===== config.mk =====
export PLATFORM = sky130hd
export DESIGN_NAME = demux_tdm_1to4
export DESIGN_NICKNAME = d
export VERILOG_FILES = /design/src/rtl/demux_tdm_pkg.sv /design/src/rtl/demux_lane.sv /design/src/rtl/demux_tdm_1to4.sv
export SDC_FILE = /design/constraint.sdc
export NUM_CORES = 1
export LEC_CHECK = 0
export ABC_CLOCK_PERIOD_IN_PS = 2700
export BUFFER_PORTS_ARGS = -buffer_cell sky130_fd_sc_hd__buf_4
export CORE_MARGIN = 1.5
export CORE_UTILIZATION = 45
export CTS_BUF_LIST = sky130_fd_sc_hd__clkbuf_4
export DETAILED_ROUTE_END_ITERATION = 8
export HOLD_SLACK_MARGIN = 0.1
export PLACE_DENSITY = 0.61
export SLEW_MARGIN = 0
export SYNTH_ARGS = -nofsm -noshare
export SYNTH_HDL_FRONTEND = slang
export SYNTH_SLANG_ARGS = --single-unit
export TNS_END_PERCENT = 50

===== constraint.sdc =====
create_clock -name clk -period 2.7 [get_ports clk]
set_input_delay 0.27 -clock clk [delete_from_list [all_inputs] [get_ports clk]]
set_output_delay 0.27 -clock clk [all_outputs]
set_load 0.005 [all_outputs]

===== src/rtl/demux_tdm_pkg.sv =====
// Shared constants and state encoding for the 1-to-4 TDM demultiplexer.
package demux_tdm_pkg;

  localparam int NUM_SLOTS = 4;
  localparam int SLOT_W    = 2;

  typedef enum logic {
    HUNT = 1'b0,
    RUN  = 1'b1
  } state_t;

endpackage


===== src/rtl/demux_lane.sv =====
// One output lane: serial-to-parallel shifter with a word register and a
// one-cycle valid strobe that follows each word load.
module demux_lane #(
  parameter int DATA_W = 8
) (
  input  logic              clk,
  input  logic              rst,
  input  logic              din,
  input  logic              shift,
  input  logic              load,
  output logic [DATA_W-1:0] q,
  output logic              valid
);

  // Only DATA_W-1 bits need storing: the final bit comes straight from din.
  logic [DATA_W-2:0] sr;
  logic [DATA_W-1:0] next_word;

  assign next_word = {sr, din};

  always_ff @(posedge clk or posedge rst) begin
    if (rst) begin
      sr    <= '0;
      q     <= '0;
      valid <= 1'b0;
    end else begin
      valid <= load;
      if (shift) sr <= next_word[DATA_W-2:0];
      if (load)  q  <= next_word;
    end
  end

endmodule


===== src/rtl/demux_tdm_1to4.sv =====
// Serial TDM frame receiver: locks on fsync, steers each MSB-first slot into
// one of four lanes, and resynchronises or drops lock on framing errors.
module demux_tdm_1to4
  import demux_tdm_pkg::*;
#(
  parameter int DATA_W = 8
) (
  input  logic              clk,
  input  logic              rst,
  input  logic              din,
  input  logic              en,
  input  logic              fsync,
  output logic [DATA_W-1:0] q0,
  output logic [DATA_W-1:0] q1,
  output logic [DATA_W-1:0] q2,
  output logic [DATA_W-1:0] q3,
  output logic [3:0]        qv,
  output logic [1:0]        sel,
  output logic              locked,
  output logic              err
);

  localparam int CNT_W = $clog2(DATA_W);

  state_t             state;
  logic [CNT_W-1:0]   bit_cnt;
  logic [SLOT_W-1:0]  slot_cnt;
  logic               err_r;
  logic               last_bit;
  logic               frame_start;
  logic [NUM_SLOTS-1:0] shift;
  logic [NUM_SLOTS-1:0] load;
  logic [NUM_SLOTS-1:0] valid;
  logic [DATA_W-1:0]  lane_q [NUM_SLOTS];

  assign last_bit    = (bit_cnt == CNT_W'(DATA_W - 1));
  assign frame_start = (slot_cnt == '0) && (bit_cnt == '0);

  // Lane steering. An fsync off the frame start restarts lane 0 and suppresses
  // any load, so a resync on a word-complete bit never emits that word.
  always_comb begin
    shift = '0;
    load  = '0;
    if (en) begin
      case (state)
        HUNT: if (fsync) shift[0] = 1'b1;
        RUN: begin
          if (fsync) begin
            shift[0] = 1'b1;
          end else if (!frame_start) begin
            shift[slot_cnt] = 1'b1;
            load[slot_cnt]  = last_bit;
          end
        end
        default: ;
      endcase
    end
  end

  always_ff @(posedge clk or posedge rst) begin
    if (rst) begin
      state    <= HUNT;
      bit_cnt  <= '0;
      slot_cnt <= '0;
      err_r    <= 1'b0;
    end else begin
      err_r <= 1'b0;
      if (en) begin
        case (state)
          HUNT: begin
            if (fsync) begin
              state    <= RUN;
              bit_cnt  <= CNT_W'(1);
              slot_cnt <= '0;
            end
          end
          RUN: begin
            if (frame_start && !fsync) begin
              err_r <= 1'b1;
              state <= HUNT;
            end else if (!frame_start && fsync) begin
              err_r    <= 1'b1;
              bit_cnt  <= CNT_W'(1);
              slot_cnt <= '0;
            end else if (last_bit) begin
              bit_cnt  <= '0;
              slot_cnt <= slot_cnt + SLOT_W'(1);
            end else begin
              bit_cnt <= bit_cnt + CNT_W'(1);
            end
          end
          default: state <= HUNT;
        endcase
      end
    end
  end

  for (genvar n = 0; n < NUM_SLOTS; n++) begin : g_lane
    demux_lane #(.DATA_W(DATA_W)) u_lane (
      .clk   (clk),
      .rst   (rst),
      .din   (din),
      .shift (shift[n]),
      .load  (load[n]),
      .q     (lane_q[n]),
      .valid (valid[n])
    );
  end

  // Counters return to zero whenever HUNT is entered, so sel needs no gating.
  assign q0     = lane_q[0];
  assign q1     = lane_q[1];
  assign q2     = lane_q[2];
  assign q3     = lane_q[3];
  assign qv     = valid;
  assign sel    = slot_cnt;
  assign locked = (state == RUN);
  assign err    = err_r;

endmodule


Word level (Yosys, flattened, before mapping)

Cells that the tools add are included.

Memories kept: 0
Input port bits: 5
Flip-flop bits (word level): 71
Bits in writable memories: 0
Memory bits (read-only): 0
Word-level logic and storage cells: 65
Bits in latches: 0

Equal/unequal tests: 4
Divide/modulo/power cells: 0
Reduce and logical (&&, ||, !) cells: 10
Bitwise gates (word level): 2
$lt $le $gt $ge: 2
Multiply operators: 0
Mux-type cells: 29
Add/sub/neg operators: 2
Shift operators: 0

Operators with widths:

| kind                                                        | count |
|---|---|
| two-way mux 4 bit                                           | 6 |
| two-way mux 3 bit                                           | 6 |
| two-way mux 1 bit                                           | 8 |
| two-way mux 2 bit                                           | 4 |
| one-hot mux 3 bit (2 select lines)                          | 1 |
| AND 4 bit                                                   | 1 |
| logical AND 1 bit                                           | 4 |
| inequality test 2 bit (second input constant)               | 2 |
| one-hot mux 1 bit (2 select lines)                          | 2 |
| one-hot mux 2 bit (2 select lines)                          | 1 |
| AND reduction 4 bit                                         | 1 |
| adder 3 x 1 -> 3 bit (second input constant)                | 1 |
| equality test 3 bit (second input constant)                 | 1 |
| logical NOT 3 bit                                           | 1 |
| less-than comparator 2 x 3 -> 1 bit (second input constant) | 1 |
| inequality test 3 x 1 -> 1 bit (second input constant)      | 1 |
| AND reduction 3 bit                                         | 1 |
| adder 2 x 1 -> 2 bit (second input constant)                | 1 |
| demux 1 bit (select 2 bit)                                  | 1 |
| >= comparator 2 x 1 -> 1 bit (second input constant)        | 1 |
| logical NOT 1 bit                                           | 2 |
| logical NOT 2 bit                                           | 1 |
| inverter 1 bit                                              | 1 |

Logic depth before layout (Yosys ltp)

Gate-level depths: netlist of the first run.

Depth after elaboration: 9
Gate-level depth with buffers: 8

Modules after synthesis

A second synthesis of the first run with hierarchy kept.

Cell total of the unflattened synthesis: 197
Area total of the unflattened synthesis: 3204.3 µm²

Modules (own cells, without submodules):

| module         | seq. area each (µm²) | cells an instance | times used | area each (µm²) |
|---|---|---|---|---|
| demux_lane     | 400.4                | 34                | 4          | 651.9 |
| demux_tdm_1to4 | 175.2                | 61                | 1          | 596.8 |

Worst setup path before layout of the first run

OpenSTA, ideal clock, no wires.

Path type: register -> register
Start point: reg slot_cnt[0] (netlist: sel[0])
End point: reg bit_cnt[0]
Stages on the path, launching flop included: 9
Clock period less this slack: 1951 ps
Path slack: 749 ps
Setup time: 125 ps
Buffers on the path: 0
Arrival: 1826 ps
Cells stage by stage: dfrtp_1 -> inv_1 -> ha_1 -> nand3b_1 -> inv_1 -> ha_1 -> nor2b_1 -> o21a_1 -> mux2_2

Word-level cells in the longest chain between the ends: 7
Elaborated cells on any way between the ends: 10
Those cells by class: eq/ne (1); mux (3); reduce/logical (6)

Ends and longest elaborated chain:

| item                               | line                 | RTL |
|---|---|---|
| start: declaration                 | demux_tdm_1to4.sv:27 | `logic [SLOT_W-1:0] slot_cnt;` |
| start signal: assignment           | demux_tdm_1to4.sv:87 | `slot_cnt <= slot_cnt + SLOT_W'(1);` |
| logical NOT 2 bit *                | demux_tdm_1to4.sv:37 | `assign frame_start = (slot_cnt == '0) && (bit_cnt == '0);` |
| logical AND 1 bit *                | demux_tdm_1to4.sv:37 |  |
| logical NOT 1 bit                  | demux_tdm_1to4.sv:81 | `end else if (!frame_start && fsync) begin` |
| logical AND 1 bit                  | demux_tdm_1to4.sv:81 |  |
| two-way mux 3 bit                  | demux_tdm_1to4.sv:81 |  |
| two-way mux 3 bit                  | demux_tdm_1to4.sv:78 | `if (frame_start && !fsync) begin` |
| one-hot mux 3 bit (2 select lines) | demux_tdm_1to4.sv:69 | `case (state)` |
| end signal: assignment             | demux_tdm_1to4.sv:89 | `bit_cnt <= bit_cnt + CNT_W'(1);` |
| end: declaration                   | demux_tdm_1to4.sv:26 | `logic [CNT_W-1:0] bit_cnt;` |

Every way passes the cells marked *; elsewhere a longest branch is shown, timed or not. The select of a mux whose other input is x is not followed.
A chain may end at the register's enable or synchronous reset.

Worst setup path after layout of the first run

Ends and elaborated chain as after synthesis.

==> impl_metrics.env, run 1 <==
export IMPL_status="complete, no violations"
export IMPL_antenna_found_initial=0
export IMPL_cts_htree_levels=3
export IMPL_layout_drive_gt1_share_pct=32.2
export IMPL_port_buffers=44
export IMPL_crit_chain="inv_1 -> ha_1 -> nand3b_1 -> inv_1 -> ha_1 -> nor2b_1 -> o21a_1 -> mux2_2"
export IMPL_grt_overflow=0
export IMPL_clk_root_buffer_cell="clkbuf_4"
export IMPL_hold_buffers=1
export IMPL_cts_tree="done"
export IMPL_multi_input_area_sq_um=1110
export IMPL_clock_latency_ps=410
export IMPL_core_sq_um=6390
export IMPL_fp_dieArea_sq_um=7170
export IMPL_pwr_share_comb_pct=18.0
export IMPL_drt_iter0_markers=55
export IMPL_drc=0
export IMPL_yosysWarnings=0
export IMPL_synth_distinct_cells=28
export IMPL_synth_compound_area_share_pct=3.33
export IMPL_vias=1954
export IMPL_total_power_mw=2.33
export IMPL_final_common_cell="nand2_1"
export IMPL_post_cts_buffers=0
export IMPL_criticalPathCategory="register to register"
export IMPL_antenna_left=0
export IMPL_synthAdderAreaFrac_pct=3.75
export IMPL_critical_path_peak_fanout=6
export IMPL_final_setup_viol_count=0
export IMPL_synth_top_family_by_area="simple AND/OR/NAND/NOR gates"
export IMPL_relSlewSlack_pct=48.1
export IMPL_min_period_ps=2130
export IMPL_dp_hpwl_microns=3680
export IMPL_worst_pin_slew_ps=777
export IMPL_ctsResizeCount=0
export IMPL_internal_power_mw=1.64
export IMPL_start_kind="register"
export IMPL_routedWlPerCell_microns=13.7
export IMPL_grtUsageTotal_pct=16.7
export IMPL_critPathTopFamily="flip-flops"
export IMPL_synth_seq_area_share_pct=59.2
export IMPL_stdcell_area_sq_um=3510
export IMPL_dpl_cell_area_sq_um=3380
export IMPL_wl_microns=5330
export IMPL_swShare_pct=29.8
export IMPL_start_util_pct=47.0
export IMPL_dr_pass1_iters=4
export IMPL_fin_skew_ps=6.39
export IMPL_ioPinCount=45
export IMPL_clkPwrFrac_pct=27.4
export IMPL_synthMuxAreaShare_pct=13.0
export IMPL_syn_inst=259
export IMPL_critical_path_buf_inv_count=2
export IMPL_n_antenna_cell=0
export IMPL_arrival_ps=2440
export IMPL_area_delta_synth_final_pct=17.1
export IMPL_power_switching_mw=0.694
export IMPL_grt_pass1_vias=1875
export IMPL_num_rows=29
export IMPL_final_nets=320
export IMPL_synth_nets=273
export IMPL_n_fill_cell=573
export IMPL_slew_violations=0
export IMPL_cts_sinks=71
export IMPL_vias_per_cell=5.04
export IMPL_yosys_area_share_simple_pct=16.8
export IMPL_routabilityCongestion=0.875
export IMPL_p_leak_nw=1.94
export IMPL_cp_end_kind="register"
export IMPL_seq_area_sq_um=1780
export IMPL_die_w_microns=84.7
export IMPL_synth_seq_cells=71
export IMPL_die_h_microns=84.7
export IMPL_layout_common_cells="nand2_1 (83), dfrtp_1 (71), buf_4 (47)"
export IMPL_avgSynthCellArea_sq_um=11.6
export IMPL_slowest_stage="dfrtp_1"
export IMPL_cts_made_buffers=9
export IMPL_maxCapViolCount=0
export IMPL_clkSlewWorstSetupHoldPaths_ps=110
export IMPL_grt_max_degree=35
export IMPL_min_delay_path_class="input port to register"
export IMPL_required_ps=3000
export IMPL_grt_first_pass_wirelength_microns=9180
export IMPL_netlist_area_sq_um=3000
export IMPL_clock_fmax_mhz=468
export IMPL_powerDensity_nw_per_um2=663
export IMPL_power_frac_seq_pct=54.5
export IMPL_clk_path_buf_depth=2
export IMPL_rsz0062_at_grt="false"
export IMPL_fin_crit_sh_pct=79.1
export IMPL_slowest_delay_ps=450
export IMPL_synth_xor_area_share_pct=0
export IMPL_setup_tns_final_ps=0
export IMPL_hold_viol=0
export IMPL_ir_worst_vdd_mv=0.345
==> cell usage after synthesis <==
library cell	instances	area share (%)
nand2_1	83	10
dfrtp_1	71	59
mux2_2	33	12
inv_1	12	1.5
ha_1	9	3.8
o22ai_1	7	1.5
buf_4	6	1.5
buf_2	4	0.67
nor2b_1	4	0.83
and4b_1	3	1.0
nand3_2	3	1.0
nand4b_1	3	0.88
and3b_1	2	0.58
clkbuf_1	2	0.25
mux2i_1	2	0.67
o21a_1	2	0.50
o21ai_0	2	0.33
a21o_1	1	0.25
a21oi_1	1	0.17
a221o_1	1	0.33
nand2_4	1	0.38
nand3_1	1	0.17
nand3b_1	1	0.25
nor2_1	1	0.12
nor3b_1	1	0.25
nor4_4	1	0.71
o22a_1	1	0.29
or2_2	1	0.21
==> stage by stage <==
step                      setup slack [ps]  std cells  util, %  hold WS [ps]
after floorplan                        633        259        -           375
after global placement                 653        371     52.9           432
after detailed placement               589        371     52.9           441
after CTS                              567        388     55.0           118
after global routing                   423        388     55.0           115
final                                  565        388     55.0           132
==> power groups by stage <==
stage	registers [mW]	logic (mW)	clock network (mW)
2_1_floorplan	1.26	0.314	0
3_3_place_gp	1.29	0.416	0
3_5_place_dp	1.29	0.423	0
4_1_cts	1.27	0.428	0.658
5_1_grt	1.29	0.485	0.700
6_report	1.27	0.420	0.640
==> layout make-up <==
cell class | instances | share of cell area [%]
clock buffer | 10 | 2.14
multi-input combinational | 164 | 31.5
timing repair buffer | 48 | 10.3
inverter | 12 | 1.28
sequential | 71 | 50.6
clock inverter | 6 | 1.46
tap | 77 | 2.74
==> routing by layer <==
| metal | global-route usage, % | vias to the layer above | wire, microns |
|---|---|---|---|
| met5 | 0 | - | 0 |
| met4 | 7.48 | 0 | 82 |
| met3 | 5.60 | 7 | 244 |
| met2 | 23.1 | 36 | 2340 |
| met1 | 23.8 | 952 | 2660 |
| li1 | - | 959 | - |
==> registers in the layout (all words and copies together) (netlist names) <==
| register | count |
|---|---|
| g_lane.u_lane.sr | 28 |
| err | 1 |
| sel | 2 |
| locked | 1 |
| g_lane.u_lane.valid | 4 |
| bit_cnt | 3 |
| g_lane.u_lane.q | 32 |
==> tightest hold or removal path: cells and delay by family <==
family,cells,cell delay [ps]
buffers and inverters,1,150
and+or+nand+nor,2,100
==> logic make-up after synthesis <==
group | Yosys count
and+or+nand+nor | 105
DFF | 71
muxes | 35
buffers and inverters | 24
AOI/OAI and AO/OA | 15
adders and majority gates | 9
==> final timing paths <==
check                      cells past startpoint  slack (ps)                     end                    from
min reg2reg                                    2         490  g_lane[3].u_lane.sr[6]  g_lane[3].u_lane.sr[6]
max in group asynchronous                      4        1510  g_lane[0].u_lane.sr[0]                     rst
max reg2reg                                    8         570              bit_cnt[0]                  sel[0]
max                                            8         570              bit_cnt[0]                  sel[0]
min                                            3         130  g_lane[3].u_lane.sr[0]                     din
min in group asynchronous                      3         520  g_lane[2].u_lane.valid                     rst
Note: power is estimated with default switching activity, not from simulation.
==> inputs of run 2 (changes only) <==
--- a/config.mk
+++ b/config.mk
@@ -5,14 +5,15 @@
 export SDC_FILE = /design/constraint.sdc
 export NUM_CORES = 1
 export LEC_CHECK = 0
-export ABC_CLOCK_PERIOD_IN_PS = 2700
+export ABC_AREA = 1
+export ABC_CLOCK_PERIOD_IN_PS = 1850
 export BUFFER_PORTS_ARGS = -buffer_cell sky130_fd_sc_hd__buf_4
 export CORE_MARGIN = 1.5
 export CORE_UTILIZATION = 45
 export CTS_BUF_LIST = sky130_fd_sc_hd__clkbuf_4
 export DETAILED_ROUTE_END_ITERATION = 8
 export HOLD_SLACK_MARGIN = 0.1
-export PLACE_DENSITY = 0.61
+export PLACE_DENSITY = 0.64
 export SLEW_MARGIN = 0
 export SYNTH_ARGS = -nofsm -noshare
 export SYNTH_HDL_FRONTEND = slang
==> constraint.sdc (replaced) <==
create_clock -name clk -period 1.85 [get_ports clk]
set_input_delay 0.185 -clock clk [delete_from_list [all_inputs] [get_ports clk]]
set_output_delay 0.185 -clock clk [all_outputs]
set_load 0.005 [all_outputs]
==> impl_metrics.env, run 2 <==
export IMPL_ir_worst_vdd_mv=0.691
export IMPL_synth_nets=328
export IMPL_worst_pin_slew_ps=361
export IMPL_clk_root_buffer_cell="clkbuf_4"
export IMPL_clkSlewWorstSetupHoldPaths_ps=110
export IMPL_pwr_share_comb_pct=23.0
export IMPL_maxCapViolCount=0
export IMPL_netlist_area_leader_share_pct=60.3
export IMPL_vias_per_cell=4.86
export IMPL_area_delta_synth_final_pct=22.2
export IMPL_regMostFlops="g_lane.u_lane.q"
export IMPL_synth_seq_cells=71
export IMPL_yosys_top_cells_count="nand2_1 (102), dfrtp_1 (71), o21ai_0 (41), inv_1 (21), nand3_1 (21)"
export IMPL_fin_skew_ps=11.0
export IMPL_synth_compound_area_share_pct=9.13
export IMPL_min_period_ps=1700
export IMPL_multi_input_area_sq_um=1020
export IMPL_ys_async_sr_fraction_pct=100
export IMPL_die_w_microns=83.9
export IMPL_synthMuxAreaShare_pct=0
export IMPL_post_cts_buffers=0
export IMPL_cts_sinks=71
export IMPL_avgSynthCellArea_sq_um=9.39
export IMPL_grtUsageTotal_pct=17.4
export IMPL_power_switching_mw=1.34
export IMPL_synth_distinct_cells=20
export IMPL_cp_end_kind="register"
export IMPL_grt_pass1_vias=2110
export IMPL_routabilityCongestion=0.822
export IMPL_criticalPathCategory="register to register"
export IMPL_clock_latency_ps=400
export IMPL_n_fill_cell=569
export IMPL_antenna_found_initial=0
export IMPL_hold_viol=0
export IMPL_total_power_mw=4.18
export IMPL_cts_made_buffers=9
export IMPL_fin_ws_ps=145
export IMPL_synthAdderAreaFrac_pct=3.82
export IMPL_syn_inst=314
export IMPL_start_util_pct=46.4
export IMPL_seq_area_sq_um=1780
export IMPL_yosysWarnings=0
export IMPL_antenna_left=0
export IMPL_fp_dieArea_sq_um=7050
export IMPL_drt_iter0_markers=161
export IMPL_fin_crit_sh_pct=92.2
export IMPL_layout_drive_gt1_share_pct=22.1
export IMPL_relSlewSlack_pct=75.9
export IMPL_layout_common_cells="nand2_1 (101), dfrtp_1 (71), buf_4 (54)"
export IMPL_vias=2201
export IMPL_cts_htree_levels=3
export IMPL_largest_register_ff_count=32
export IMPL_arrival_ps=2040
export IMPL_rsz0062_at_grt="true"
export IMPL_dr_pass1_iters=4
export IMPL_cts_tree="done"
export IMPL_wl_microns=5560
export IMPL_p_leak_nw=2.02
export IMPL_synth_top_family_by_area="simple AND/OR/NAND/NOR gates"
export IMPL_final_common_cell="nand2_1"
export IMPL_yosys_area_top_type="dfrtp_1"
export IMPL_required_ps=2180
export IMPL_clock_fmax_mhz=587
export IMPL_port_buffers=44
export IMPL_synth_xor_area_share_pct=0
export IMPL_slew_violations=0
export IMPL_min_delay_path_class="input port to async pin"
export IMPL_placed_cells=433
export IMPL_synth_top_cells_by_area="dfrtp_1 (60%), nand2_1 (13%), o21ai_0 (7.0%)"
export IMPL_final_nets=385
export IMPL_internal_power_mw=2.84
export IMPL_die_h_microns=83.9
export IMPL_power_frac_seq_pct=50.8
export IMPL_clkPwrFrac_pct=26.2
export IMPL_grt_max_degree=72
export IMPL_routedWlPerCell_microns=12.3
export IMPL_ioPinCount=45
export IMPL_n_antenna_cell=0
export IMPL_synth_seq_area_share_pct=60.3
export IMPL_final_setup_viol_count=0
export IMPL_yosys_area_share_simple_pct=21.4
export IMPL_core_sq_um=6350
export IMPL_dp_hpwl_microns=3850
export IMPL_critical_path_peak_fanout=19
export IMPL_fin_cells=453
export IMPL_grt_overflow=0
export IMPL_synth_most_common_cell="nand2_1"
export IMPL_reg_top3="g_lane.u_lane.q x32, g_lane.u_lane.sr x28, g_lane.u_lane.valid x4"
export IMPL_clk_path_buf_depth=2
export IMPL_synth_edf_count=0
export IMPL_drc=0
export IMPL_pre_cts_slack_ps=104
export IMPL_powerDensity_nw_per_um2=1160
export IMPL_start_kind="register"
export IMPL_grt_first_pass_wirelength_microns=9690
export IMPL_status="complete, no violations"
export IMPL_num_rows=29
export IMPL_swShare_pct=32.0
export IMPL_netlist_area_sq_um=2950
export IMPL_synth_top_flop_cell="dfrtp_1"
run 2: layout make-up:
cell class	count	area share, %
inverter	22	2.40
clock buffer	10	2.08
sequential	71	49.3
timing repair buffer	59	12.9
clock inverter	6	2.33
multi-input combinational	208	28.3
tap	77	2.67
run 2: worst paths after layout:
kind,from,to,slack (ps),depth (start not counted)
min in group clk,g_lane[0].u_lane.q[6],g_lane[0].u_lane.q[6],490,2
max reg2reg,bit_cnt[0],g_lane[2].u_lane.q[3],150,7
min reg2reg,g_lane[0].u_lane.q[6],g_lane[0].u_lane.q[6],490,2
max in group asynchronous,rst,g_lane[1].u_lane.sr[4],1130,4
max,bit_cnt[0],g_lane[2].u_lane.q[3],150,7
min,rst,g_lane[2].u_lane.q[7],440,4
run 2: worst max-delay path, stage by stage, from the launching register on:
cell and delay [ps]:
dfrtp_1 380, inv_1 60, ha_1 240, nand3_1 160, nand2_2 240, nor2_2 370, nand2_1 100, nand2_1 90
run 2: power by group through the flow:
| stage | clock (mW) | sequential, mW | combinational [mW] |
|---|---|---|---|
| 6_report | 1.10 | 2.12 | 0.960 |
| 5_1_grt | 1.21 | 2.17 | 1.10 |
| 4_1_cts | 1.14 | 2.12 | 0.967 |
| 3_5_place_dp | 0 | 2.15 | 0.956 |
| 3_3_place_gp | 0 | 2.14 | 0.922 |
| 2_1_floorplan | 0 | 2.10 | 0.651 |
run 2: metrics by stage:
| stage | utilization (%) | setup TNS (ps) | hold WS (ps) | cell area (sq um) |
|---|---|---|---|---|
| after floorplan | - | 0 | 295 | 2950 |
| after global placement | 53.5 | 0 | 321 | 3400 |
| after detailed placement | 53.5 | 0 | 323 | 3400 |
| after CTS | 56.7 | 0 | 421 | 3600 |
| after global routing | 56.7 | -151 | 449 | 3600 |
| final | 56.7 | 0 | 435 | 3600 |
run 2: timing repair:
item / CTS / global route
hold buffers: 4 / 0
resized for setup: 0 / 2
endpoints found under the hold margin: 78 / 0
endpoints found under the setup margin: 0 / 12
run 2: logic make-up (layout without fill, tap and decap cells):
logic type	Yosys count	count (layout)
AND/OR/NAND/NOR	147	147
flip-flops	71	71
AO/OA/AOI/OAI	52	52
buffers and inverters	35	97
adder cells (fa/ha/maj)	9	9
run 2: per-layer routing:
metal / vias up / share of wire, % / global-route usage, %
li1: 1124 / - / -
met5: - / 0 / 0
met2: 55 / 46 / 26.0
met1: 1018 / 48 / 23.9
met3: 4 / 5.0 / 3.76
met4: 0 / 0.95 / 8.94
==> inputs of run 3 (changes only) <==
--- a/config.mk
+++ b/config.mk
@@ -9,11 +9,11 @@
 export ABC_CLOCK_PERIOD_IN_PS = 1850
 export BUFFER_PORTS_ARGS = -buffer_cell sky130_fd_sc_hd__buf_4
 export CORE_MARGIN = 1.5
-export CORE_UTILIZATION = 45
+export CORE_UTILIZATION = 50
 export CTS_BUF_LIST = sky130_fd_sc_hd__clkbuf_4
 export DETAILED_ROUTE_END_ITERATION = 8
 export HOLD_SLACK_MARGIN = 0.1
-export PLACE_DENSITY = 0.64
+export PLACE_DENSITY = 0.7
 export SLEW_MARGIN = 0
 export SYNTH_ARGS = -nofsm -noshare
 export SYNTH_HDL_FRONTEND = slang
==> impl_metrics.env, run 3 (synthesis results as in run 2) <==
export IMPL_status="complete, no violations"
export IMPL_critical_path_peak_fanout=9
export IMPL_layout_common_cells="nand2_1 (101), dfrtp_1 (70), buf_4 (53)"
export IMPL_powerDensity_nw_per_um2=1100
export IMPL_start_util_pct=52.6
export IMPL_start_kind="register"
export IMPL_wl_microns=5670
export IMPL_antenna_left=0
export IMPL_fin_skew_ps=9.21
export IMPL_fin_crit_sh_pct=90.8
export IMPL_slew_violations=0
export IMPL_fin_cells=446
export IMPL_grt_max_degree=41
export IMPL_drt_iter0_markers=131
export IMPL_relSlewSlack_pct=78.0
export IMPL_core_sq_um=5610
export IMPL_grtUsageTotal_pct=19.4
export IMPL_n_fill_cell=505
export IMPL_worst_pin_slew_ps=327
export IMPL_pre_cts_slack_ps=98.4
export IMPL_fin_ws_ps=169
export IMPL_placed_cells=427
export IMPL_final_setup_viol_count=0
export IMPL_post_cts_buffers=0
export IMPL_cts_tree="done"
export IMPL_dr_pass1_iters=4
export IMPL_fin_util_pct=63.4
export IMPL_maxCapViolCount=0
export IMPL_grt_overflow=0
export IMPL_grt_pass1_vias=2042
export IMPL_cts_made_buffers=9
export IMPL_n_antenna_cell=0
export IMPL_routabilityCongestion=0.827
export IMPL_routedWlPerCell_microns=12.7
export IMPL_clock_latency_ps=400
export IMPL_die_h_microns=79.8
export IMPL_vias_per_cell=5.03
export IMPL_dpl_cell_area_sq_um=3380
export IMPL_clkSlewWorstSetupHoldPaths_ps=110
export IMPL_area_delta_synth_final_pct=20.7
export IMPL_final_common_cell="nand2_1"
export IMPL_drc=0
export IMPL_die_w_microns=79.8
export IMPL_vias=2242
export IMPL_ir_worst_vdd_mv=0.605
export IMPL_cts_htree_levels=3
export IMPL_stdcell_area_sq_um=3560
export IMPL_final_nets=384
export IMPL_min_period_ps=1680
export IMPL_clk_path_buf_depth=2
export IMPL_criticalPathCategory="register to register"
export IMPL_cp_end_kind="register"
export IMPL_antenna_found_initial=0
export IMPL_regMostFlops="g_lane.u_lane.q"
export IMPL_arrival_ps=1980
export IMPL_ioPinCount=45
export IMPL_hold_viol=0
export IMPL_cts_sinks=71
export IMPL_largest_register_ff_count=32
export IMPL_dp_hpwl_microns=3790
export IMPL_num_rows=27
export IMPL_clk_root_buffer_cell="clkbuf_4"
export IMPL_clock_fmax_mhz=595
export IMPL_layout_drive_gt1_share_pct=21.9
export IMPL_p_leak_nw=1.99
export IMPL_total_power_mw=3.91
export IMPL_grt_first_pass_wirelength_microns=9430
export IMPL_fp_dieArea_sq_um=6370
export IMPL_reg_top3="g_lane.u_lane.q x32, g_lane.u_lane.sr x28, g_lane.u_lane.valid x4"
export IMPL_min_delay_path_class="input port to async pin"
export IMPL_required_ps=2150
export IMPL_port_buffers=44
## run 3: per-layer routing
metal	GRT usage (%)	vias to the layer above	part of all wire (%)
met1	26.1	1059	48
met4	10.3	0	1.8
li1	-	1126	-
met3	3.09	9	3.7
met5	0	-	0
met2	30.3	48	47
## run 3: critical path, cell delays in order (launching register included)
cell	delay, ps
dfrtp_1	380
inv_1	60
ha_1	250
nand3_2	140
inv_1	50
ha_1	170
inv_1	50
nand3_1	90
nand2_2	170
nand2_1	90
nand2_1	70
nand2_1	50
## run 3: repair_timing
action	in CTS	in global routing
gates resized for setup	0	8
setup endpoints to repair	0	29
hold endpoints to repair	78	0
hold buffers	4	0
## run 3: per-stage QoR
| step | TNS, ps | hold slack [ps] |
|---|---|---|
| after global routing | -15.8 | 282 |
| after floorplan | 0 | 295 |
| after global placement | 0 | 146 |
| after CTS | 0 | 247 |
| after detailed placement | 0 | 150 |
| final | 0 | 277 |
## run 3: layout make-up
type	instances	area, sq um	area share, %
Clock buffer	10	75.1	2.11
Clock inverter	5	26.3	0.739
Inverter	22	86.3	2.43
Multi-Input combinational cell	208	1040	29.3
Sequential cell	71	1780	50.0
Tap cell	72	90.1	2.53
Timing Repair Buffer	58	458	12.9
## run 3: worst paths after layout
kind,startpoint,end,slack [ps],cells past startpoint
max,bit_cnt[0],sel[1],170,11
min,rst,g_lane[1].u_lane.valid,280,3
max reg2reg,bit_cnt[0],sel[1],170,11
min reg2reg,g_lane[0].u_lane.q[2],g_lane[0].u_lane.q[2],480,2
max in group asynchronous,rst,g_lane[3].u_lane.q[7],1030,4
min in group clk,g_lane[0].u_lane.q[2],g_lane[0].u_lane.q[2],480,2
## run 3: where the power goes
part	leakage [nW]	switching, mW	internal, mW
Sequential	0.930	0.246	1.89
Combinational	1.00	0.579	0.404
Clock	0.0595	0.519	0.273
Total	1.99	1.34	2.56
